<file path="src/rtl/life_array_grid.sv">
// ROWS x COLS Conway Life (B3/S23) tile with parallel load, step/free-run advance and status outputs.
// Define LIFE_TORUS_EN to wrap the tile toroidally instead of using the boundary neighbour inputs.
module life_array_grid #(
    parameter int ROWS   = 4,
    parameter int COLS   = 4,
    parameter int GEN_W  = 16,
    parameter int PERIOD = 8
) (
    input  logic                 clk,
    input  logic                 reset,
    input  logic [ROWS*COLS-1:0] val,
    input  logic                 write_enb,
    input  logic                 step,
    input  logic                 run,
    input  logic [COLS-1:0]      n,
    input  logic [COLS-1:0]      s,
    input  logic [ROWS-1:0]      w,
    input  logic [ROWS-1:0]      e,
    input  logic                 nw,
    input  logic                 ne,
    input  logic                 sw,
    input  logic                 se,
    output logic [ROWS*COLS-1:0] alive,
    output logic [GEN_W-1:0]     gen_count,
    output logic                 changed,
    output logic                 extinct
);

    localparam int CNT_W = (PERIOD > 1) ? $clog2(PERIOD) : 1;
    localparam int N     = ROWS * COLS;

    logic             step_q;
    logic [CNT_W-1:0] per_cnt;
    logic             step_req;
    logic             run_req;
    logic             adv;
    logic [N-1:0]     nxt;

    // Halo-padded copy of the tile: ext[r+1][c+1] is cell (r,c).
    logic [COLS+1:0]  ext [ROWS+2];

    function automatic logic life_rule(input logic self, input logic [3:0] cnt);
        return (cnt == 4'd3) || (self && (cnt == 4'd2));
    endfunction

    assign step_req = step & ~step_q & ~run;
    assign run_req  = run & (per_cnt == CNT_W'(PERIOD - 1));
    assign adv      = step_req | run_req;
    assign extinct  = ~|alive;

    always_comb begin
        for (int r = 0; r < ROWS + 2; r++) begin
            ext[r] = '0;
        end
        for (int r = 0; r < ROWS; r++) begin
            for (int c = 0; c < COLS; c++) begin
                ext[r+1][c+1] = alive[c*ROWS+r];
            end
        end
`ifdef LIFE_TORUS_EN
        for (int c = 0; c < COLS; c++) begin
            ext[0][c+1]      = alive[c*ROWS+ROWS-1];
            ext[ROWS+1][c+1] = alive[c*ROWS];
        end
        for (int r = 0; r < ROWS; r++) begin
            ext[r+1][0]      = alive[(COLS-1)*ROWS+r];
            ext[r+1][COLS+1] = alive[r];
        end
        ext[0][0]           = alive[N-1];
        ext[0][COLS+1]      = alive[ROWS-1];
        ext[ROWS+1][0]      = alive[(COLS-1)*ROWS];
        ext[ROWS+1][COLS+1] = alive[0];
`else
        for (int c = 0; c < COLS; c++) begin
            ext[0][c+1]      = n[c];
            ext[ROWS+1][c+1] = s[c];
        end
        for (int r = 0; r < ROWS; r++) begin
            ext[r+1][0]      = w[r];
            ext[r+1][COLS+1] = e[r];
        end
        ext[0][0]           = nw;
        ext[0][COLS+1]      = ne;
        ext[ROWS+1][0]      = sw;
        ext[ROWS+1][COLS+1] = se;
`endif
    end

    always_comb begin
        logic [3:0] sum;
        sum = '0;
        nxt = '0;
        for (int r = 0; r < ROWS; r++) begin
            for (int c = 0; c < COLS; c++) begin
                sum = '0;
                for (int dr = 0; dr < 3; dr++) begin
                    for (int dc = 0; dc < 3; dc++) begin
                        if (!(dr == 1 && dc == 1)) begin
                            sum = sum + {3'b000, ext[r+dr][c+dc]};
                        end
                    end
                end
                nxt[c*ROWS+r] = life_rule(ext[r+1][c+1], sum);
            end
        end
    end

    always_ff @(posedge clk or posedge reset) begin
        if (reset) begin
            step_q <= 1'b0;
        end else begin
            step_q <= step;
        end
    end

    always_ff @(posedge clk or posedge reset) begin
        if (reset) begin
            per_cnt <= '0;
        end else if (write_enb || !run || run_req) begin
            per_cnt <= '0;
        end else begin
            per_cnt <= per_cnt + 1'b1;
        end
    end

    // A load wins over a same-cycle generation request, which is simply dropped.
    always_ff @(posedge clk or posedge reset) begin
        if (reset) begin
            alive     <= '0;
            gen_count <= '0;
            changed   <= 1'b0;
        end else if (write_enb) begin
            alive     <= val;
            gen_count <= '0;
            changed   <= 1'b0;
        end else if (adv) begin
            alive     <= nxt;
            gen_count <= gen_count + 1'b1;
            changed   <= (nxt != alive);
        end
    end

endmodule

</file>
<file path="config.mk">
export PLATFORM = sky130hd
export DESIGN_NAME = life_array_grid
export DESIGN_NICKNAME = d
export VERILOG_FILES = /design/src/rtl/life_array_grid.sv
export SDC_FILE = /design/constraint.sdc
export NUM_CORES = 1
export LEC_CHECK = 0
export CAP_MARGIN = 20
export CORE_ASPECT_RATIO = 1.75
export CORE_MARGIN = 4
export CORE_UTILIZATION = 29
export DETAILED_ROUTE_END_ITERATION = 6
export GPL_ROUTABILITY_DRIVEN = 0
export PLACE_DENSITY = 0.59
export SYNTH_ARGS = -nofsm -noshare
export SYNTH_HDL_FRONTEND = slang
export SYNTH_SLANG_ARGS = --single-unit
export TNS_END_PERCENT = 1
</file>
<file path="constraint.sdc">
create_clock -name clk -period 7.2 [get_ports clk]
set_input_delay 1.44 -clock clk [delete_from_list [all_inputs] [get_ports clk]]
set_output_delay 1.44 -clock clk [all_outputs]
set_load 0.005 [all_outputs]
</file>
# Word level (Yosys, flattened, before mapping)
# Cells that the tools add are included.
classes:
  n_reduce_logical: 38
  n_mux: 7
  n_eq_ne: 34
  add_sub_neg: 114
  n_bitwise: 6
ops:
  columns: ["operator", "count"]
  rows:
  - ["adder 4 x 1 -> 4 bit", 64]
  - ["== test 4 x 2 -> 1 bit, second input constant", 32]
  - ["adder 3 x 1 -> 4 bit", 16]
  - ["2-to-1 mux 16 bit", 4]
  - ["adder 2 x 1 -> 3 bit", 16]
  - ["adder 1 x 1 -> 2 bit", 16]
  - ["logical OR 1 bit", 18]
  - ["adder 16 x 1 -> 16 bit, second input constant", 1]
  - ["logical AND 1 bit", 16]
  - ["inequality test 16 bit", 1]
  - ["OR reduction 16 bit", 1]
  - ["adder 3 x 1 -> 3 bit, second input constant", 1]
  - ["AND 1 bit", 3]
  - ["== test 3 bit, second input constant", 1]
  - ["2-to-1 mux 3 bit", 1]
  - ["zero test 1 bit", 2]
  - ["2-to-1 mux 1 bit", 2]
  - ["inverter 1 bit", 2]
  - ["nonzero test 2 bit", 1]
  - ["bitwise OR 1 bit", 1]
word_totals:
  word_cells: 204
  inputBits: 41
  register_bits: 37
  out_inout_bits: 34

# Depth between registers and ports, before layout
# Gate-level depths: netlist (run 1).
depth:
  depth_word: 13
  mapped_depth: 14
  depth_no_buf: 13

# Least setup slack after synthesis (run 1)
# Ideal clock, no wire load.
synth_path:
  kind: "in2reg"
  from: "input port n[1]"
  to: "register changed"
  required_time_ns: 7.066
  path_slack_ns: 2.298
  n_path_buf: 0
  t_arrival_ns: 4.768
  stages: 13
  cell_sequence: "inv_1 > fa_1 > fa_1 > fa_1 > inv_1 > ha_1 > fa_1 > nand2_1 > nor4_1 > a211o_1 > a2111o_1 > nor4_1 > a211oi_1"
synth_via:
  elab_chain_len: 13
synth_lines:
  columns: ["element", "line", "text"]
  rows:
  - ["from (decl)", "15", "input logic [COLS-1:0] n,"]
  - ["adder 1 x 1 -> 2 bit", "99", "sum = sum + {3'b000, ext[r+dr][c+dc]};"]
  - ["adder 2 x 1 -> 3 bit", "99", null]
  - ["adder 3 x 1 -> 4 bit", "99", null]
  - ["adder 4 x 1 -> 4 bit (4 in a row)", "99", null]
  - ["== test 4 x 2 -> 1 bit", "43", "return (cnt == 4'd3) || (self && (cnt == 4'd2));"]
  - ["logical AND 1 bit", "43", null]
  - ["logical OR 1 bit", "43", null]
  - ["inequality test 16 bit (*)", "139", "changed <= (nxt != alive);"]
  - ["2-to-1 mux 1 bit (*)", "136", "end else if (adv) begin"]
  - ["2-to-1 mux 1 bit (*)", "132", "end else if (write_enb) begin"]
  - ["to (signal assigned)", "139", null]
  - ["to (decl)", "25", "output logic changed,"]
# Every way passes the cells marked *; elsewhere a longest branch is shown, timed or not. The select of a mux whose other input is x is not followed.
# A chain may end at the register's enable or synchronous reset.

# Worst setup path in the final report (run 1)
layout_path:
  from: "input port s[1]"
  to: "register changed"
layout_via:
  elab_chain_len: 9
layout_lines:
  columns: ["element", "line", "text"]
  rows:
  - ["from (decl)", "16", "input logic [COLS-1:0] s,"]
  - ["adder 4 x 1 -> 4 bit (3 in a row)", "99", null]
  - ["== test 4 x 2 -> 1 bit", "43", null]
  - ["logical AND 1 bit", "43", null]
  - ["logical OR 1 bit", "43", null]
  - ["inequality test 16 bit (*)", "139", null]
  - ["2-to-1 mux 1 bit (*)", "136", null]
  - ["2-to-1 mux 1 bit (*)", "132", null]
# Marked as above.

==> impl_metrics.sql, run 1 <==
INSERT INTO impl_metrics (metric_group, metric, value, unit) VALUES
('status', 'outcome', 'complete, no violations', ''),
('final_layout', 'syn_to_final_growth', '22.6', '%'),
('setup_path', 'type_of_origin_of_the_critical_path', 'input port', ''),
('global_route', 'grt_first_pass_wirelength', '24400', 'µm'),
('setup_path', 'timing.critical_path.to_type', 'flip-flop', ''),
('setup_path', 'worstSetupPathType', 'input port to flip-flop', ''),
('routing', 'finalWirelength', '15200', 'µm'),
('clock_tree', 'postCtsHoldBufs', '0', ''),
('setup_path', 'crit-reg2reg-launch', 'alive[2]', ''),
('synth', 'yosys-top-cells-area', 'sky130_fd_sc_hd__fa_1 (25%), sky130_fd_sc_hd__dfrtp_1 (18%), sky130_fd_sc_hd__ha_1 (13%), sky130_fd_sc_hd__inv_1 (8.2%), sky130_fd_sc_hd__a21oi_1 (3.4%)', ''),
('synth', 'ys_seq_area_share', '18.0', '%'),
('synth', 'synthDominantAreaCellType', 'sky130_fd_sc_hd__fa_1', ''),
('timing', 'worstMarginPinSlew', '1.07', 'ns'),
('setup_path', 'timing.critical_path.mode_cell', 'sky130_fd_sc_hd__fa_1', ''),
('routing', 'route.vias.total', '4354', ''),
('timing', 'final_max_slew_viol_count', '0', ''),
('setup_path', 'crit_path_largest_cell_delay', '0.66', 'ns'),
('final_layout', 'seqCellArea', '926', 'µm²'),
('clock_tree', 'cts_max_path_buffers', '2', ''),
('routing', 'routed_wire_length_per_instance', '17.4', 'µm'),
('clock_tree', 'postCtsSetupRepairBufs', '0', ''),
('synth', 'syn_avg_cell_area', '9.04', 'µm²'),
('setup_path', 'cell_by_cell_listing_of_the_critical_path', 'clkdlybuf4s50_1, inv_1, fa_1, fa_1, fa_1, inv_1, ha_1, fa_1, and3_1, a2111oi_0, o2111ai_1, nor4_1, a211oi_1', ''),
('setup_path', 'setup.worst_path.end', 'changed', ''),
('floorplanning', 'top_level_ports', '75', ''),
('setup_path', 'crit_arrival', '5.79', 'ns'),
('floorplanning', 'fp.dieH', '184', 'µm'),
('setup_path', 'timing.critical_path.from', 's[1]', ''),
('clock_tree', 'tritoncts_sink_count', '37', ''),
('final_layout', 'fin_nets', '799', ''),
('final_layout', 'num_antenna_cells', '0', ''),
('timing', 'final_hold_violation_count', '0', ''),
('synth', 'yosys_warnings', '0', ''),
('floorplanning', 'die_area', '20000', 'µm²'),
('timing', 'timing.slew.headroom', '28.7', '%'),
('synth', 'synth-async-reset-ratio', '100', '%'),
('clock_tree', 'clock-root-buffer', 'sky130_fd_sc_hd__clkbuf_16', ''),
('clock_tree', 'clk-insertion-delay-late', '0.30', 'ns'),
('timing', 'unrepaired_setup_endpoints_after_global_routing', 'no', ''),
('timing', 'setup_violations', '0', ''),
('global_route', 'grt_remaining_overflow', '0', ''),
('global_route', 'global_route.usage.total', '16.0', '%'),
('routing', 'ant_nets', '0', ''),
('clock_tree', 'cts_inserted_buffers', '5', ''),
('power', 'power.density_cell_area', '344', 'nW/µm²'),
('setup_path', 'timing.critical_path.required', '7.33', 'ns'),
('synth', 'synth_area', '5140', 'µm²'),
('setup_path', 'worstRegToRegCells', '12', ''),
('setup_path', 'slowest_stage', 'sky130_fd_sc_hd__a2111oi_0', ''),
('synth', 'postSynthRegisterBits', '37', ''),
('synth', 'synth.lib_cells_used.distinct', '57', ''),
('floorplanning', 'initial_core_util', '29.5', '%'),
('power', 'ir_drop', '0.000111', 'V'),
('clock_tree', 'clkSlewWorstSetupHoldPaths', '0.07', 'ns'),
('final_layout', 'multiInputGateArea', '3730', 'µm²'),
('synth', 'synth_edf_count', '0', ''),
('flow_run', 'maxCapViolations', '0', ''),
('placed_design', 'dp.final_hpwl', '12300', 'µm'),
('final_layout', 'post_route_cells_drive_above_1_share', '3.27', '%'),
('synth', 'synth_cells', '569', ''),
('synth', 'post-synth-top-count-cell', 'sky130_fd_sc_hd__inv_1', ''),
('power', 'reported_leakage_power', '2.92', 'nW'),
('routing', 'drt_first_pass_iters', '4', ''),
('timing', 'post-route-min-period', '5.66', 'ns'),
('setup_path', 'crit-reg2reg-capture', 'changed', ''),
('final_layout', 'fillers', '1855', ''),
('routing', 'drc_errors', '0', ''),
('floorplanning', 'standard_cell_core_area', '17500', 'µm²'),
('global_route', 'number_of_antenna_violations_at_the_first_check_in_global_routing', '0', ''),
('global_route', 'pin_count_of_the_biggest_net_entering_global_routing', '51', ''),
('synth', 'synth.cells.most_frequent', 'sky130_fd_sc_hd__inv_1 (113), sky130_fd_sc_hd__fa_1 (64), sky130_fd_sc_hd__ha_1 (53), sky130_fd_sc_hd__nand2_1 (43), sky130_fd_sc_hd__dfrtp_1 (37)', '');
final cells by class:
cell class,count,share of cell area [%]
inverters,116,6.90
flip-flops and latches,37,14.7
clock buffers,6,2.20
clock inverters,2,0.595
well taps,231,4.58
multi-input cells,405,59.1
repair buffers,76,11.9
logic make-up after synthesis:
kind of cell / Yosys count / synth area share (%)
flip-flops: 37 / 18.0
multiplexers: 15 / 3.09
AO/OA/AOI/OAI: 99 / 12.5
XOR/XNOR: 14 / 2.38
adder cells (fa/ha/maj): 117 / 37.8
buffers and inverters: 127 / 9.46
AND/OR/NAND/NOR: 160 / 16.8
flip-flops by register name, summed over array words and instances, names as in the netlist:
register   cells
alive         16
gen_count     16
per_cnt        3
changed        1
step_q         1
worst max-delay path, delay by kind of cell:
kind,cells,cell delay [ns]
AO/OA/AOI/OAI,3,1.07
buffers and inverters,3,0.59
adder cells (fa/ha/maj),5,2.15
AND/OR/NAND/NOR,2,0.54
where the power goes:
part	internal, W	leakage (nW)	total [W]	switching, W
combinational	0.000710	2.35	0.00164	0.000930
clock	0.000173	0.0831	0.000272	0.0000991
sequential	0.000225	0.484	0.000260	0.0000356
total	0.00111	2.92	0.00217	0.00106
worst min-delay path by stage:
stage / from / end / cells past startpoint / slack (ns)
finish: per_cnt[0] / per_cnt[0] / 1 / 0.43
global route: per_cnt[0] / per_cnt[0] / 1 / 0.45
CTS: per_cnt[0] / per_cnt[0] / 1 / 0.44
detailed placement: per_cnt[0] / per_cnt[0] / 1 / 0.44
global placement: per_cnt[0] / per_cnt[0] / 1 / 0.43
floorplan: per_cnt[0] / per_cnt[0] / 1 / 0.41
per-layer routing:
metal  routed length [µm]  track usage, %  up-vias
met4                  823            8.65        0
li1                     -               -     2055
met5                    0               0        -
met1                 5560            17.3     2143
met3                  585            2.70       46
met2                 8220            29.1      110
metrics by stage:
step | instances | cell area, µm² | utilization (%) | total power, W | worst slack (ns)
detailed placement | 865 | 6130 | 35.1 | 0.00190 | 1.12
floorplan | 569 | 5140 | - | 0.00144 | 2.30
global route | 873 | 6310 | 36.1 | 0.00241 | 1.33
finish | 873 | 6310 | 36.1 | 0.00217 | 1.54
global placement | 865 | 6130 | 35.1 | 0.00188 | 1.16
CTS | 873 | 6310 | 36.1 | 0.00218 | 1.44
cells in the final DEF, fill, tap and decap left out, types with 8 or more instances in the layout:
cell type,count
sky130_fd_sc_hd__nor4_1,13
sky130_fd_sc_hd__clkdlybuf4s50_1,73
sky130_fd_sc_hd__ha_1,53
sky130_fd_sc_hd__nand4_1,11
sky130_fd_sc_hd__mux2i_1,8
sky130_fd_sc_hd__nand2b_1,13
sky130_fd_sc_hd__o21ai_0,16
sky130_fd_sc_hd__nand3_1,9
sky130_fd_sc_hd__inv_1,113
sky130_fd_sc_hd__a211oi_1,11
sky130_fd_sc_hd__nand2_1,43
sky130_fd_sc_hd__and3_1,8
sky130_fd_sc_hd__fa_1,64
sky130_fd_sc_hd__a21oi_1,35
sky130_fd_sc_hd__dfrtp_1,37
sky130_fd_sc_hd__xor2_1,9
sky130_fd_sc_hd__o31ai_1,14
sky130_fd_sc_hd__nor2_1,27
Power figures use the tool's default switching activity.
==> run 2: changes to the inputs <==
- PLACE_DENSITY: 0.59 -> 0.61
- clock period: 7.2 -> 4.95 ns (I/O delays scaled with it)
==> impl_metrics.sql, run 2 (synthesis results as in run 1) <==
INSERT INTO impl_metrics (metric_group, metric, value, unit) VALUES
('floorplanning', 'die_area', '20000', 'µm²'),
('routing', 'finalWirelength', '15700', 'µm'),
('power', 'sw_frac_of_total', '46.7', '%'),
('status', 'outcome', 'complete, no violations', ''),
('routing', 'ant_nets', '0', ''),
('power', 'power.density_cell_area', '518', 'nW/µm²'),
('clock_tree', 'clock-root-buffer', 'sky130_fd_sc_hd__clkbuf_16', ''),
('timing', 'timing.slew.headroom', '31.9', '%'),
('power', 'reported_leakage_power', '3.18', 'nW'),
('clock_tree', 'clock_tree.htree_level_count', '2', ''),
('clock_tree', 'cts_max_path_buffers', '2', ''),
('power', 'intPower', '0.00187', 'W'),
('timing', 'post-route-min-period', '4.82', 'ns'),
('timing', 'setup_violations', '0', ''),
('setup_path', 'worstSetupPathType', 'input port to flip-flop', ''),
('floorplanning', 'dieWidth', '109', 'µm'),
('timing', 'clock.fmax', '0.207', 'GHz'),
('routing', 'drt_first_pass_iters', '4', ''),
('final_layout', 'postLayoutCellArea', '6770', 'µm²'),
('floorplanning', 'top_level_ports', '75', ''),
('global_route', 'number_of_antenna_violations_at_the_first_check_in_global_routing', '0', ''),
('final_layout', 'layout_common_cells', 'sky130_fd_sc_hd__inv_1 (109), sky130_fd_sc_hd__clkdlybuf4s50_1 (69), sky130_fd_sc_hd__fa_1 (64), sky130_fd_sc_hd__ha_1 (50), sky130_fd_sc_hd__nand2_1 (43)', ''),
('clock_tree', 'tritoncts_sink_count', '37', ''),
('final_layout', 'num_antenna_cells', '0', ''),
('power', 'comb_power_share', '76.9', '%'),
('final_layout', 'final_core_utilization', '38.8', '%'),
('routing', 'route.vias.total', '4489', ''),
('setup_path', 'crit_arrival', '4.95', 'ns'),
('timing', 'layout_worst_path_cycle_share', '97.4', '%'),
('min_path', 'holdCritPathClass', 'flip-flop to flip-flop', ''),
('global_route', 'global_route.usage.total', '16.6', '%'),
('routing', 'routed_wire_length_per_instance', '17.2', 'µm'),
('final_layout', 'post_route_cells_drive_above_1_share', '11.6', '%'),
('global_route', 'vias_in_the_first_global_route', '4901', ''),
('routing', 'drc_errors', '0', ''),
('timing', 'worst_clock_skew', '0.00527', 'ns'),
('final_layout', 'reg.largest.list', 'alive x16, gen_count x16, per_cnt x3', ''),
('timing', 'final_max_slew_viol_count', '0', ''),
('setup_path', 'path_delay_family', 'adder cells', ''),
('global_route', 'pin_count_of_the_biggest_net_entering_global_routing', '51', ''),
('clock_tree', 'postCtsHoldBufs', '0', ''),
('timing', 'final_hold_violation_count', '0', ''),
('power', 'power.share.sequential', '10.7', '%'),
('power', 'clkPwrFrac', '12.5', '%'),
('setup_path', 'slowest_stage', 'sky130_fd_sc_hd__fa_1', ''),
('timing', 'worstMarginPinSlew', '1.02', 'ns'),
('global_route', 'grt_remaining_overflow', '0', ''),
('global_route', 'grt_first_pass_wirelength', '25400', 'µm'),
('power', 'switching_power', '0.00164', 'W'),
('setup_path', 'cell_by_cell_listing_of_the_critical_path', 'clkdlybuf4s50_1, inv_1, fa_1, fa_1, fa_1, inv_1, ha_2, fa_1, nand2b_4, o2111ai_2, nor4_2, nand4_1, nor4_2, a211oi_1', ''),
('clock_tree', 'cts_inserted_buffers', '5', ''),
('power', 'ir_drop', '0.000160', 'V'),
('placed_design', 'place.port_buffers', '74', ''),
('clock_tree', 'clkSlewWorstSetupHoldPaths', '0.07', 'ns'),
('flow_run', 'maxCapViolations', '0', ''),
('clock_tree', 'cts_tree', 'built', ''),
('floorplanning', 'standard_cell_core_area', '17500', 'µm²'),
('setup_path', 'crit_path_largest_cell_delay', '0.55', 'ns'),
('setup_path', 'timing.critical_path.required', '5.08', 'ns'),
('floorplanning', 'fp.dieH', '184', 'µm'),
('final_layout', 'syn_to_final_growth', '31.6', '%'),
('setup_path', 'crit_path_max_fanout', '2', ''),
('placed_design', 'dpl-instance-area', '6400', 'µm²'),
('floorplanning', 'initial_core_util', '29.5', '%'),
('setup_path', 'timing.critical_path.to_type', 'flip-flop', ''),
('floorplanning', 'placement_rows', '64', ''),
('clock_tree', 'clk-insertion-delay-late', '0.29', 'ns'),
('setup_path', 'crit_buf_inv', '3', ''),
('setup_path', 'type_of_origin_of_the_critical_path', 'input port', ''),
('power', 'tot_pwr', '0.00351', 'W'),
('routing', 'vias_per_cell', '4.91', ''),
('timing', 'tns', '0', 'ns'),
('placed_design', 'dp.final_hpwl', '12800', 'µm'),
('setup_path', 'timing.critical_path.mode_cell', 'sky130_fd_sc_hd__fa_1', ''),
('final_layout', 'fin_nets', '840', ''),
('routing', 'detailedRoute.firstIterationViolations', '149', ''),
('final_layout', 'final_common_cell', 'sky130_fd_sc_hd__inv_1', '');
[run 2: final timing paths]
kind                               to       start  slack (ns)  depth (start not counted)
max                           changed        n[0]        0.13                         14
min                        per_cnt[0]  per_cnt[0]        0.44                          1
max reg2reg                   changed    alive[5]        0.43                         12
min reg2reg                per_cnt[0]  per_cnt[0]        0.44                          1
max in group asynchronous    alive[0]       reset        3.21                          4
min in group asynchronous  per_cnt[0]       reset        0.98                          2
[run 2: repair_timing]
| item | in CTS | in global routing |
|---|---|---|
| gates resized for setup | 9 | 14 |
| endpoints found under the setup margin | 1 | 1 |
| buffers inserted | 2 | 3 |
| pin swaps | 9 | 12 |
[run 2: cell type report]
cell class	count	area (µm²)
multi-input cells	405	3810
fillers	1793	10700
inverters	116	435
clock inverters	3	65.1
well taps	231	289
repair buffers	117	1110
flip-flops and latches	37	926
clock buffers	5	125
[run 2: per-stage QoR]
stage | hold WS [ns] | instances | worst slack (ns)
final | 0.435 | 914 | 0.129
after floorplan | 0.409 | 569 | 0.498
after CTS | 0.437 | 909 | 0.0510
after global placement | 0.422 | 899 | -0.792
after global routing | 0.468 | 914 | -0.00218
after detailed placement | 0.427 | 899 | -0.744
[run 2: metal layers]
metal | global-route usage (%) | part of all wire [%]
met5 | 0 | 0
met3 | 2.52 | 3.8
met2 | 30.8 | 54
met1 | 17.6 | 36
met4 | 8.65 | 6.1
[run 2: power by group through the flow]
| stage | sequential (W) | combinational [W] | clock (W) |
|---|---|---|---|
| finish | 0.000375 | 0.00270 | 0.000437 |
| global route | 0.000381 | 0.00304 | 0.000455 |
| CTS | 0.000373 | 0.00263 | 0.000444 |
| detailed placement | 0.000378 | 0.00255 | 0 |
| global placement | 0.000379 | 0.00251 | 0 |
| floorplan | 0.000365 | 0.00173 | 0 |
[run 2: worst reg2reg max path, cell delays in order (launching register included)]
cell	delay (ns)
sky130_fd_sc_hd__dfrtp_1	0.45
sky130_fd_sc_hd__inv_1	0.35
sky130_fd_sc_hd__fa_1	0.50
sky130_fd_sc_hd__fa_1	0.47
sky130_fd_sc_hd__fa_1	0.52
sky130_fd_sc_hd__inv_1	0.05
sky130_fd_sc_hd__ha_1	0.20
sky130_fd_sc_hd__fa_1	0.53
sky130_fd_sc_hd__o21ai_0	0.16
sky130_fd_sc_hd__a211o_1	0.33
sky130_fd_sc_hd__a2111o_1	0.40
sky130_fd_sc_hd__nor4_2	0.28
sky130_fd_sc_hd__a211oi_1	0.11
